### src/rtl/npu_fc2_argmax.sv
// Argmax over one FC2 logit frame, result held on a valid/ack handshake with a sticky frame error.
// Optional runner-up tracking is compiled in when ARGMAX_TOP2_EN is defined.
`ifndef FC2_LAYER_ENC
`define FC2_LAYER_ENC 3'd4
`endif

module npu_fc2_argmax #(
    parameter int DATA_WIDTH      = 8,
    parameter int NUM_CLASSES     = 24,
    parameter int CLASS_IDX_WIDTH = 5
) (
    input  logic                              clk,
    input  logic                              rst,
    input  logic [2:0]                        npu_layer_in_progress,
    input  logic signed [DATA_WIDTH-1:0]      fc2_data,
    input  logic                              fc2_valid_p,
    input  logic                              result_ack,
    output logic                              result_valid,
    output logic [CLASS_IDX_WIDTH-1:0]        result_class,
    output logic signed [DATA_WIDTH-1:0]      result_score,
    output logic [CLASS_IDX_WIDTH-1:0]        result_class2,
    output logic signed [DATA_WIDTH-1:0]      result_score2,
    output logic                              busy,
    output logic                              frame_err
);
    localparam logic [2:0] FC2_ENC = `FC2_LAYER_ENC;
    localparam int CNT_W = CLASS_IDX_WIDTH + 1;
    localparam logic [CNT_W-1:0] LAST = CNT_W'(NUM_CLASSES - 1);

    typedef enum logic [1:0] {IDLE, COLLECT, DONE} state_t;

    function automatic logic greater(input logic signed [DATA_WIDTH-1:0] a,
                                     input logic signed [DATA_WIDTH-1:0] b);
        return a > b;
    endfunction

    state_t                        state;
    logic [2:0]                    layer_r;
    logic [CNT_W-1:0]              cnt;
    logic signed [DATA_WIDTH-1:0]  best;
    logic [CLASS_IDX_WIDTH-1:0]    best_idx;
    logic [CLASS_IDX_WIDTH-1:0]    idx;
    logic                          is_fc2;
    logic                          frame_start;
    logic                          last_smp;
    logic                          accept;

    assign idx         = cnt[CLASS_IDX_WIDTH-1:0];
    assign is_fc2      = (npu_layer_in_progress == FC2_ENC);
    assign frame_start = is_fc2 && (layer_r != FC2_ENC);
    assign last_smp    = fc2_valid_p && (cnt == LAST);
    // An ack in the same cycle as a new frame start releases the old result and accepts the frame.
    assign accept      = frame_start && ((state == IDLE) || ((state == DONE) && result_ack));

`ifdef ARGMAX_TOP2_EN
    logic signed [DATA_WIDTH-1:0]  sec;
    logic [CLASS_IDX_WIDTH-1:0]    sec_idx;
    logic                          sec_set;
`endif

    always_ff @(posedge clk or negedge rst) begin
        if (!rst) begin
            state        <= IDLE;
            layer_r      <= '0;
            cnt          <= '0;
            best         <= '0;
            best_idx     <= '0;
            result_valid <= 1'b0;
            busy         <= 1'b0;
            frame_err    <= 1'b0;
`ifdef ARGMAX_TOP2_EN
            sec          <= '0;
            sec_idx      <= '0;
            sec_set      <= 1'b0;
`endif
        end else begin
            layer_r <= npu_layer_in_progress;
            if (accept) begin
                state        <= COLLECT;
                busy         <= 1'b1;
                result_valid <= 1'b0;
                cnt          <= '0;
                best         <= '0;
                best_idx     <= '0;
                frame_err    <= 1'b0;
`ifdef ARGMAX_TOP2_EN
                sec          <= '0;
                sec_idx      <= '0;
                sec_set      <= 1'b0;
`endif
            end else begin
                case (state)
                    COLLECT: begin
                        // The final strobe wins over a simultaneous layer change.
                        if (!is_fc2 && !last_smp) begin
                            state     <= IDLE;
                            busy      <= 1'b0;
                            frame_err <= 1'b1;
                        end else if (fc2_valid_p) begin
                            cnt <= cnt + 1'b1;
                            if ((cnt == '0) || greater(fc2_data, best)) begin
                                best     <= fc2_data;
                                best_idx <= idx;
                            end
`ifdef ARGMAX_TOP2_EN
                            if (cnt == '0) begin
                                sec_set <= 1'b0;
                            end else if (greater(fc2_data, best)) begin
                                sec     <= best;
                                sec_idx <= best_idx;
                                sec_set <= 1'b1;
                            end else if (!sec_set || greater(fc2_data, sec)) begin
                                sec     <= fc2_data;
                                sec_idx <= idx;
                                sec_set <= 1'b1;
                            end
`endif
                            if (cnt == LAST) begin
                                state        <= DONE;
                                busy         <= 1'b0;
                                result_valid <= 1'b1;
                            end
                        end
                    end
                    DONE: begin
                        if (result_ack) begin
                            state        <= IDLE;
                            result_valid <= 1'b0;
                        end
                        if (fc2_valid_p || frame_start) begin
                            frame_err <= 1'b1;
                        end
                    end
                    default: ;
                endcase
            end
        end
    end

    assign result_class = best_idx;
    assign result_score = best;
`ifdef ARGMAX_TOP2_EN
    assign result_class2 = sec_idx;
    assign result_score2 = sec;
`else
    assign result_class2 = '0;
    assign result_score2 = '0;
`endif

endmodule

### config.mk
export PLATFORM = sky130hd
export DESIGN_NAME = npu_fc2_argmax
export DESIGN_NICKNAME = d
export VERILOG_FILES = /design/src/rtl/npu_fc2_argmax.sv
export SDC_FILE = /design/constraint.sdc
export NUM_CORES = 1
export LEC_CHECK = 0
export BUFFER_PORTS_ARGS = -buffer_cell sky130_fd_sc_hd__clkbuf_2
export CORE_UTILIZATION = 25
export DETAILED_ROUTE_END_ITERATION = 10
export GPL_TIMING_DRIVEN = 0
export PLACE_DENSITY = 0.43
export RECOVER_POWER = 100
export SLEW_MARGIN = 25
export SYNTH_ARGS = -nofsm -noshare
export SYNTH_HDL_FRONTEND = slang
export SYNTH_SLANG_ARGS = --single-unit
### constraint.sdc
create_clock -name clk -period 1.96 [get_ports clk]
set_input_delay 0.196 -clock clk [delete_from_list [all_inputs] [get_ports clk]]
set_output_delay 0.196 -clock clk [all_outputs]
set_load 0.05 [all_outputs]
; Word level (Yosys, flattened, before mapping)
; Cells that the tools add are included.
[classes]
mul = 0
div_mod_pow = 0
n_shift = 0
magnitude_cmp = 1
n_eq_ne = 14
mux = 35
addsub = 1
bitwise = 0
n_reduce_logical = 24
[op_table]
columns = cell, n
row1 = $mux 8, 5
row2 = $mux 5, 5
row3 = $mux 6, 4
row4 = $ne 3x3->1 const B, 6
row5 = $mux 1, 13
row6 = $mux 2, 5
row7 = $reduce_and 3->1, 3
row8 = $reduce_bool 3->1, 3
row9 = $gt 8x8->1, 1
row10 = $ne 4x4->1 const B, 2
row11 = $reduce_and 4->1, 2
row12 = $add 6x1->6 const B, 1
row13 = $eq 6x5->1 const B, 1
row14 = $logic_not 6->1, 1
row15 = $reduce_bool 2->1, 3
row16 = $logic_and 1x1->1, 5
row17 = $reduce_and 5->1, 1
row18 = $pmux 1 s2, 2
row19 = $pmux 2 s2, 1
row20 = $eq 3x3->1 const B, 1
row21 = $logic_or 1x1->1, 3
row22 = $ne 3x2->1 const B, 1
row23 = $eq 2x1->1 const B, 1
row24 = $eq 2x2->1 const B, 1
row25 = 3 further kinds, 4
[totals]
mem_bits_ro = 0
mem_count = 0
reg_bits = 27
ramBits = 0
word_cells = 83
latch_bits = 0

; Logic depth before layout (Yosys ltp)
; Gate-level depths: netlist of the first run.
[logic_depth]
ltp_word = 7
depth_mapped = 8
mapped_depth_nobuf = 7

; Worst setup path after synthesis of the first run
; Ideal clock, no wire load.
[synth_timing]
path_kind = flip-flop to flip-flop
from = reg best[5] (netlist: result_score[5])
to = reg best[1] (netlist: result_score[1])
arrival_ns = 2.238
path_stages_with_launch = 9
synth_period_minus_slack_ns = 2.317
path_buffers = 1
path_slack_ns = -0.357
cell_sequence = dfrtp_1 > inv_1 > ha_1 > a21o_1 > a2111oi_2 > nand2_1 > o211ai_1 > buf_4 > mux2i_1
[synth_via]
elab_chain_cells = 4
[synth_rtl]
columns = element, line_no
row1 = "start, declared", 40  ; logic signed [DATA_WIDTH-1:0] best;
row2 = "start signal, assigned", 102  ; best <= fc2_data;
row3 = $gt 8x8->1, 34  ; return a > b;
row4 = $logic_or 1x1->1, 101  ; if ((cnt == '0) || greater(fc2_data, best)) begin
row5 = $reduce_bool 2->1 (no source line), -
row6 = $reduce_and 4->1 (no source line), -
; No other way between the ends.
; A chain may end at the register's enable or synchronous reset.

; Worst setup path after layout of the first run
[layout_timing]
from = reg best[5] (netlist: result_score[5])
to = reg best[5] (netlist: result_score[5])
; The elaborated chain is that of the path after synthesis.

==> results.py, run 1 <==
metrics = {
    "detailed_routing": {
        "firstDrtPassIters": 4,
        "viasPerCell": 4.17,
        "finalWirelength_um": 3380,
        "drc": 0,
        "drt_iter0_markers": 46,
        "wl_per_cell_um": 11.6,
        "ant_nets": 0,
        "vias": 1219,
    },
    "global_route": {
        "grtUsageTotal": 0.110,
        "grt_pass1_wl_um": 5520,
        "grt.overflow.total": 0,
        "grt_pass1_vias": 1161,
        "grt_start_max_net_pins": 28,
        "antenna_found_initial": 0,
    },
    "finish": {
        "syn_to_final_growth_pct": 27.1,
        "layout-drive-gt1-share": 0.230,
        "multi_input_area_um2": 791,
        "instances_no_fill": 292,
        "mostFrequentLayoutCell": "dfrtp_1",
        "fillers": 637,
        "fin_nets": 243,
        "seq_area_um2": 679,
        "n_antenna_cell": 0,
        "fin_area_um2": 2000,
        "final_cell_mix": "dfrtp_1, nand2_1, clkbuf_1, buf_4, inv_1",
    },
    "power_and_ir_drop": {
        "switchingPower_w": 0.000403,
        "clock_power_share": 0.284,
        "power_w": 0.00121,
        "p_comb_frac": 0.228,
        "power_density_nw_per_um2": 606,
        "pwr-share-seq": 0.489,
        "switching_share": 0.333,
        "p_leak_nw": 0.965,
        "vdd_ir_drop_max_mv": 0.279,
        "p_int_w": 0.000807,
    },
    "placed_design": {
        "port_buffers": 30,
        "dp_cells": 280,
        "gp_congestion": 0.693,
        "dp_slack_ps": -97.0,
        "post-dp-hpwl_um": 2440,
        "dpl-instance-area_um2": 1890,
    },
    "min_path": {
        "min_path_type": "in2reg",
    },
    "floorplanning": {
        "rows": 28,
        "die-area_um2": 6610,
        "die_w_um": 81.3,
        "core_um2": 5990,
        "boundaryPins": 44,
        "die_h_um": 81.3,
        "start_util": 0.262,
    },
    "clock_tree": {
        "cts_tree": "done",
        "clock_path_buffers": 2,
        "cts_buffers": 3,
        "path_clk_slew_ps": 110,
        "worstSkewPairLatency_ps": 280,
        "cts.htree.levels": 1,
        "cts.sink_count": 27,
        "cts-root-buf": "clkbuf_8",
    },
    "timing": {
        "max_freq_mhz": 496,
        "rsz0062_at_grt": "yes",
        "worstMarginPinSlew_ps": 709,
        "maxSlewHeadroom": 0.527,
        "timing.final.crit_period_ps": 2020,
        "fin_ws_ps": -57.1,
        "skew_ps": 12.0,
        "final-max-slew-violation-count": 0,
        "setup_viol": 10,
        "post-route-period-util": 1.03,
        "tns_ps": -444,
        "hold_viol": 0,
    },
    "run_status": {
        "status": "finished with violations",
        "violations": "negative setup slack",
    },
    "synth": {
        "synthFlopType": "dfrtp_1",
        "synth_area_um2": 1570,
        "ys_ff_latch": 27,
        "synthDistinctLibCells": 35,
        "yosysTopAreaCellShare": 0.430,
        "avgSynthCellArea_um2": 9.64,
        "ys_seq_area_frac": 0.430,
        "async_flop_share": 1.00,
        "synth_edf_count": 0,
        "syn_inst": 163,
        "synth_top_area_cell": "dfrtp_1",
        "yosys_warnings": 0,
        "synthTopCellsByArea": "dfrtp_1, ha_1, buf_4",
    },
    "worst_setup_path": {
        "crit_required_ps": 2170,
        "arrival_ps": 2230,
        "critPathMaxFanout": 5,
        "startpoint_type": "flip-flop",
        "worstSetupPathType": "reg2reg",
        "end_kind": "flip-flop",
    },
    "flow_run": {
        "drv_cap": 0,
    },
}
## through the flow
stage | hold slack (ps) | utilization
floorplan | -99.6 | -
detailed placement | 288 | 0.315
global placement | 286 | 0.315
CTS | 9.83 | 0.334
global route | 9.10 | 0.334
finish | 20.7 | 0.334
## area by class of cell
cell class | count | share of cell area
flip-flops and latches | 27 | 0.340
clock buffers | 3 | 0.0207
repair buffers | 38 | 0.0946
inverters | 18 | 0.0338
clock inverters | 1 | 0.00438
well taps | 75 | 0.0470
multi-input cells | 112 | 0.396
plain buffers | 18 | 0.0639
## power groups by stage
stage	clock network [W]	logic (W)	registers (W)
5_1_grt	0.000380	0.000302	0.000595
6_report	0.000343	0.000276	0.000591
4_1_cts	0.000362	0.000281	0.000592
3_3_place_gp	0	0.000271	0.000605
2_1_floorplan	0	0.000151	0.000658
3_5_place_dp	0	0.000271	0.000604
## worst max-delay path, stage by stage (launching register included)
cell and delay [ps]:
dfrtp_2 420, inv_2 70, ha_4 200, a21o_1 180, a2111oi_4 310, nand2_1 120, o211ai_1 260, buf_6 190
mux2i_1 200
## Yosys cell counts (all sizes together) (2+ instances only)
cell type,instances
dfrtp,27
nand4,4
mux2i,11
a21oi,7
buf,15
clkbuf,3
a21o,2
ha,10
inv,18
a32o,3
nand3,3
nor2,9
o21ai,3
nand2,22
xnor2,4
nor3,2
o211ai,3
## registers in the layout, indices dropped and copies added (netlist names)
register      flops
busy              1
cnt               6
frame_err         1
layer_r           3
result_class      5
result_score      8
result_valid      1
state             2
## routing by layer
layer  global-route usage  part of all wire  vias to the layer above
met3               0.0225             0.044                        2
li1                     -                 -                      639
met4               0.0268            0.0080                        0
met5                    0                 0                        -
met1                0.152              0.51                      546
met2                0.176              0.43                       32
## timing repair
item,CTS,global route
endpoints found under the setup margin,10,14
gates resized for setup,3,3
buffers inserted,4,2
pin swaps,3,7
hold buffers,1,0
endpoints found under the hold margin,27,0
cloned,1,0
## kinds of logic after synthesis
logic type      synth area share
flops                      0.430
xor+xnor                  0.0223
fa+ha+maj                 0.0796
mux                       0.0701
compound gates             0.129
buf+inv                    0.122
other cells              0.00239
simple gates               0.145
## final timing paths
kind                                          start               to  slack [ps]  depth (start not counted)
setup / recovery                    result_score[5]  result_score[5]         -60                          8
max in group asynchronous                       rst  result_score[6]         970                          2
min in group asynchronous                       rst  result_score[3]         480                          2
hold reg to reg                        result_valid     result_valid         530                          2
setup reg to reg                    result_score[5]  result_score[5]         -60                          8
hold / removal             npu_layer_in_progress[2]       layer_r[2]          20                          1
(Power assumes the default switching activity.)
==> inputs of run 2 (changes only) <==
- SKIP_CTS_REPAIR_TIMING: not set -> 1
==> results.py, run 2 (same netlist as run 1, synthesis figures left out) <==
metrics = {
    "run_status": {
        "status": "finished with violations",
        "violations": "negative setup slack",
    },
    "power_and_ir_drop": {
        "switching_share": 0.333,
        "p_leak_nw": 0.969,
        "vdd_ir_drop_max_mv": 0.285,
        "p_int_w": 0.000808,
        "p_comb_frac": 0.227,
        "clock_power_share": 0.284,
        "power_w": 0.00121,
        "pwr-share-seq": 0.489,
        "switchingPower_w": 0.000403,
        "power_density_nw_per_um2": 610,
    },
    "timing": {
        "fin_ws_ps": -121,
        "rsz0062_at_grt": "yes",
        "skew_ps": 11.4,
        "tns_ps": -1270,
        "whs_ps": 20.9,
        "timing.final.crit_period_ps": 2080,
        "max_freq_mhz": 480,
        "worstMarginPinSlew_ps": 709,
        "post-route-period-util": 1.06,
        "hold_viol": 0,
        "final-max-slew-violation-count": 0,
        "setup_viol": 14,
        "maxSlewHeadroom": 0.527,
    },
    "worst_setup_path": {
        "crit_family": "compound AO/OA/AOI/OAI gates",
        "critPathSlowestCell": "dfrtp_2",
        "path_buf_inv": 2,
        "startpoint_type": "flip-flop",
        "critPathMaxFanout": 5,
        "cp_cell_sequence": "inv_2, ha_4, a21o_1, a2111oi_4, nand2_1, o211ai_1, buf_6, mux2i_1",
        "crit_required_ps": 2170,
        "end_kind": "flip-flop",
        "worstSetupPathType": "reg2reg",
        "r2r_setup_slack_ps": -120,
        "slowest_delay_ps": 430,
        "arrival_ps": 2290,
    },
    "global_route": {
        "grt_pass1_vias": 1119,
        "met1_usage": 0.151,
        "grt_start_max_net_pins": 28,
        "grt_pass1_wl_um": 5380,
        "met2_usage": 0.167,
        "grtUsageTotal": 0.108,
        "grt.overflow.total": 0,
        "gr-max-usage-layer": "met2",
        "grtUsageMet3": 0.0225,
        "antenna_found_initial": 0,
    },
    "detailed_routing": {
        "wl_per_cell_um": 11.5,
        "viasPerCell": 4.22,
        "vias": 1227,
        "ant_nets": 0,
        "firstDrtPassIters": 4,
        "drc": 0,
        "finalWirelength_um": 3360,
        "drt_iter0_markers": 48,
    },
    "finish": {
        "fillers": 639,
        "fin_nets": 242,
        "mostFrequentLayoutCell": "dfrtp_1",
        "syn_to_final_growth_pct": 26.3,
        "n_antenna_cell": 0,
        "fin_util": 0.331,
        "largest_reg_flops": 8,
        "layout-drive-gt1-share": 0.231,
        "final_cell_mix": "dfrtp_1, nand2_1, clkbuf_1, buf_4, inv_1",
    },
    "clock_tree": {
        "cts.sink_count": 27,
        "clock_path_buffers": 2,
        "worstSkewPairLatency_ps": 280,
        "cts_tree": "done",
        "path_clk_slew_ps": 110,
        "cts-root-buf": "clkbuf_8",
        "cts.htree.levels": 1,
        "cts_buffers": 3,
    },
    "min_path": {
        "min_path_type": "in2reg",
    },
    "floorplanning": {
        "die-area_um2": 6610,
        "die_h_um": 81.3,
        "die_w_um": 81.3,
        "start_util": 0.262,
        "rows": 28,
        "boundaryPins": 44,
        "core_um2": 5990,
    },
    "placed_design": {
        "port_buffers": 30,
        "dp_slack_ps": -97.0,
        "post-dp-hpwl_um": 2440,
        "gp_congestion": 0.693,
    },
    "flow_run": {
        "drv_cap": 0,
    },
}
==> run 2: changes by cell type in the layout (fill, tap and decap cells not counted), sizes merged <==
| cell | previous run | this run |
|---|---|---|
| buf | 21 | 20 |
==> run 2: area by class of cell <==
cell class / instances / area [um2] / share of cell area
plain buffers: 18 / 128 / 0.0643
clock buffers: 3 / 41.3 / 0.0208
clock inverters: 1 / 8.76 / 0.00441
inverters: 18 / 67.6 / 0.0340
multi-input cells: 112 / 783 / 0.395
flip-flops and latches: 27 / 679 / 0.342
well taps: 75 / 93.8 / 0.0473
repair buffers: 37 / 183 / 0.0921
==> run 2: through the flow <==
stage	instances	instance area [um2]
3_5_place_dp	280	1890
6_report	291	1980
4_1_cts	284	1940
2_1_floorplan	175	1650
5_1_grt	291	1980
3_3_place_gp	280	1890
==> run 2: worst reg2reg max path: stages, from the launching register on <==
cell       delay (ps)
dfrtp_2           430
inv_2              70
ha_4              200
a21o_1            180
a2111oi_4         360
nand2_1           120
o211ai_1          260
buf_6             190
mux2i_1           200
==> run 2: layer usage <==
metal	wire, um	part of all wire
met5	0	0
met4	27	0.0080
met3	152	0.045
met2	1490	0.44
met1	1690	0.50
==> run 2: power by group through the flow <==
| stage | registers, W | logic, W | clock network [W] |
|---|---|---|---|
| 3_5_place_dp | 0.000604 | 0.000271 | 0 |
| 2_1_floorplan | 0.000658 | 0.000151 | 0 |
| 6_report | 0.000593 | 0.000274 | 0.000344 |
| 4_1_cts | 0.000593 | 0.000272 | 0.000362 |
| 3_3_place_gp | 0.000605 | 0.000271 | 0 |
| 5_1_grt | 0.000596 | 0.000301 | 0.000380 |
==> run 2: worst paths after layout <==
kind | to | cells past startpoint | start
max in group asynchronous | result_score[6] | 2 | rst
min reg2reg | result_valid | 2 | result_valid
max | result_score[5] | 8 | result_score[5]
max reg2reg | result_score[5] | 8 | result_score[5]
min | layer_r[2] | 1 | npu_layer_in_progress[2]
min in group asynchronous | result_score[3] | 2 | rst
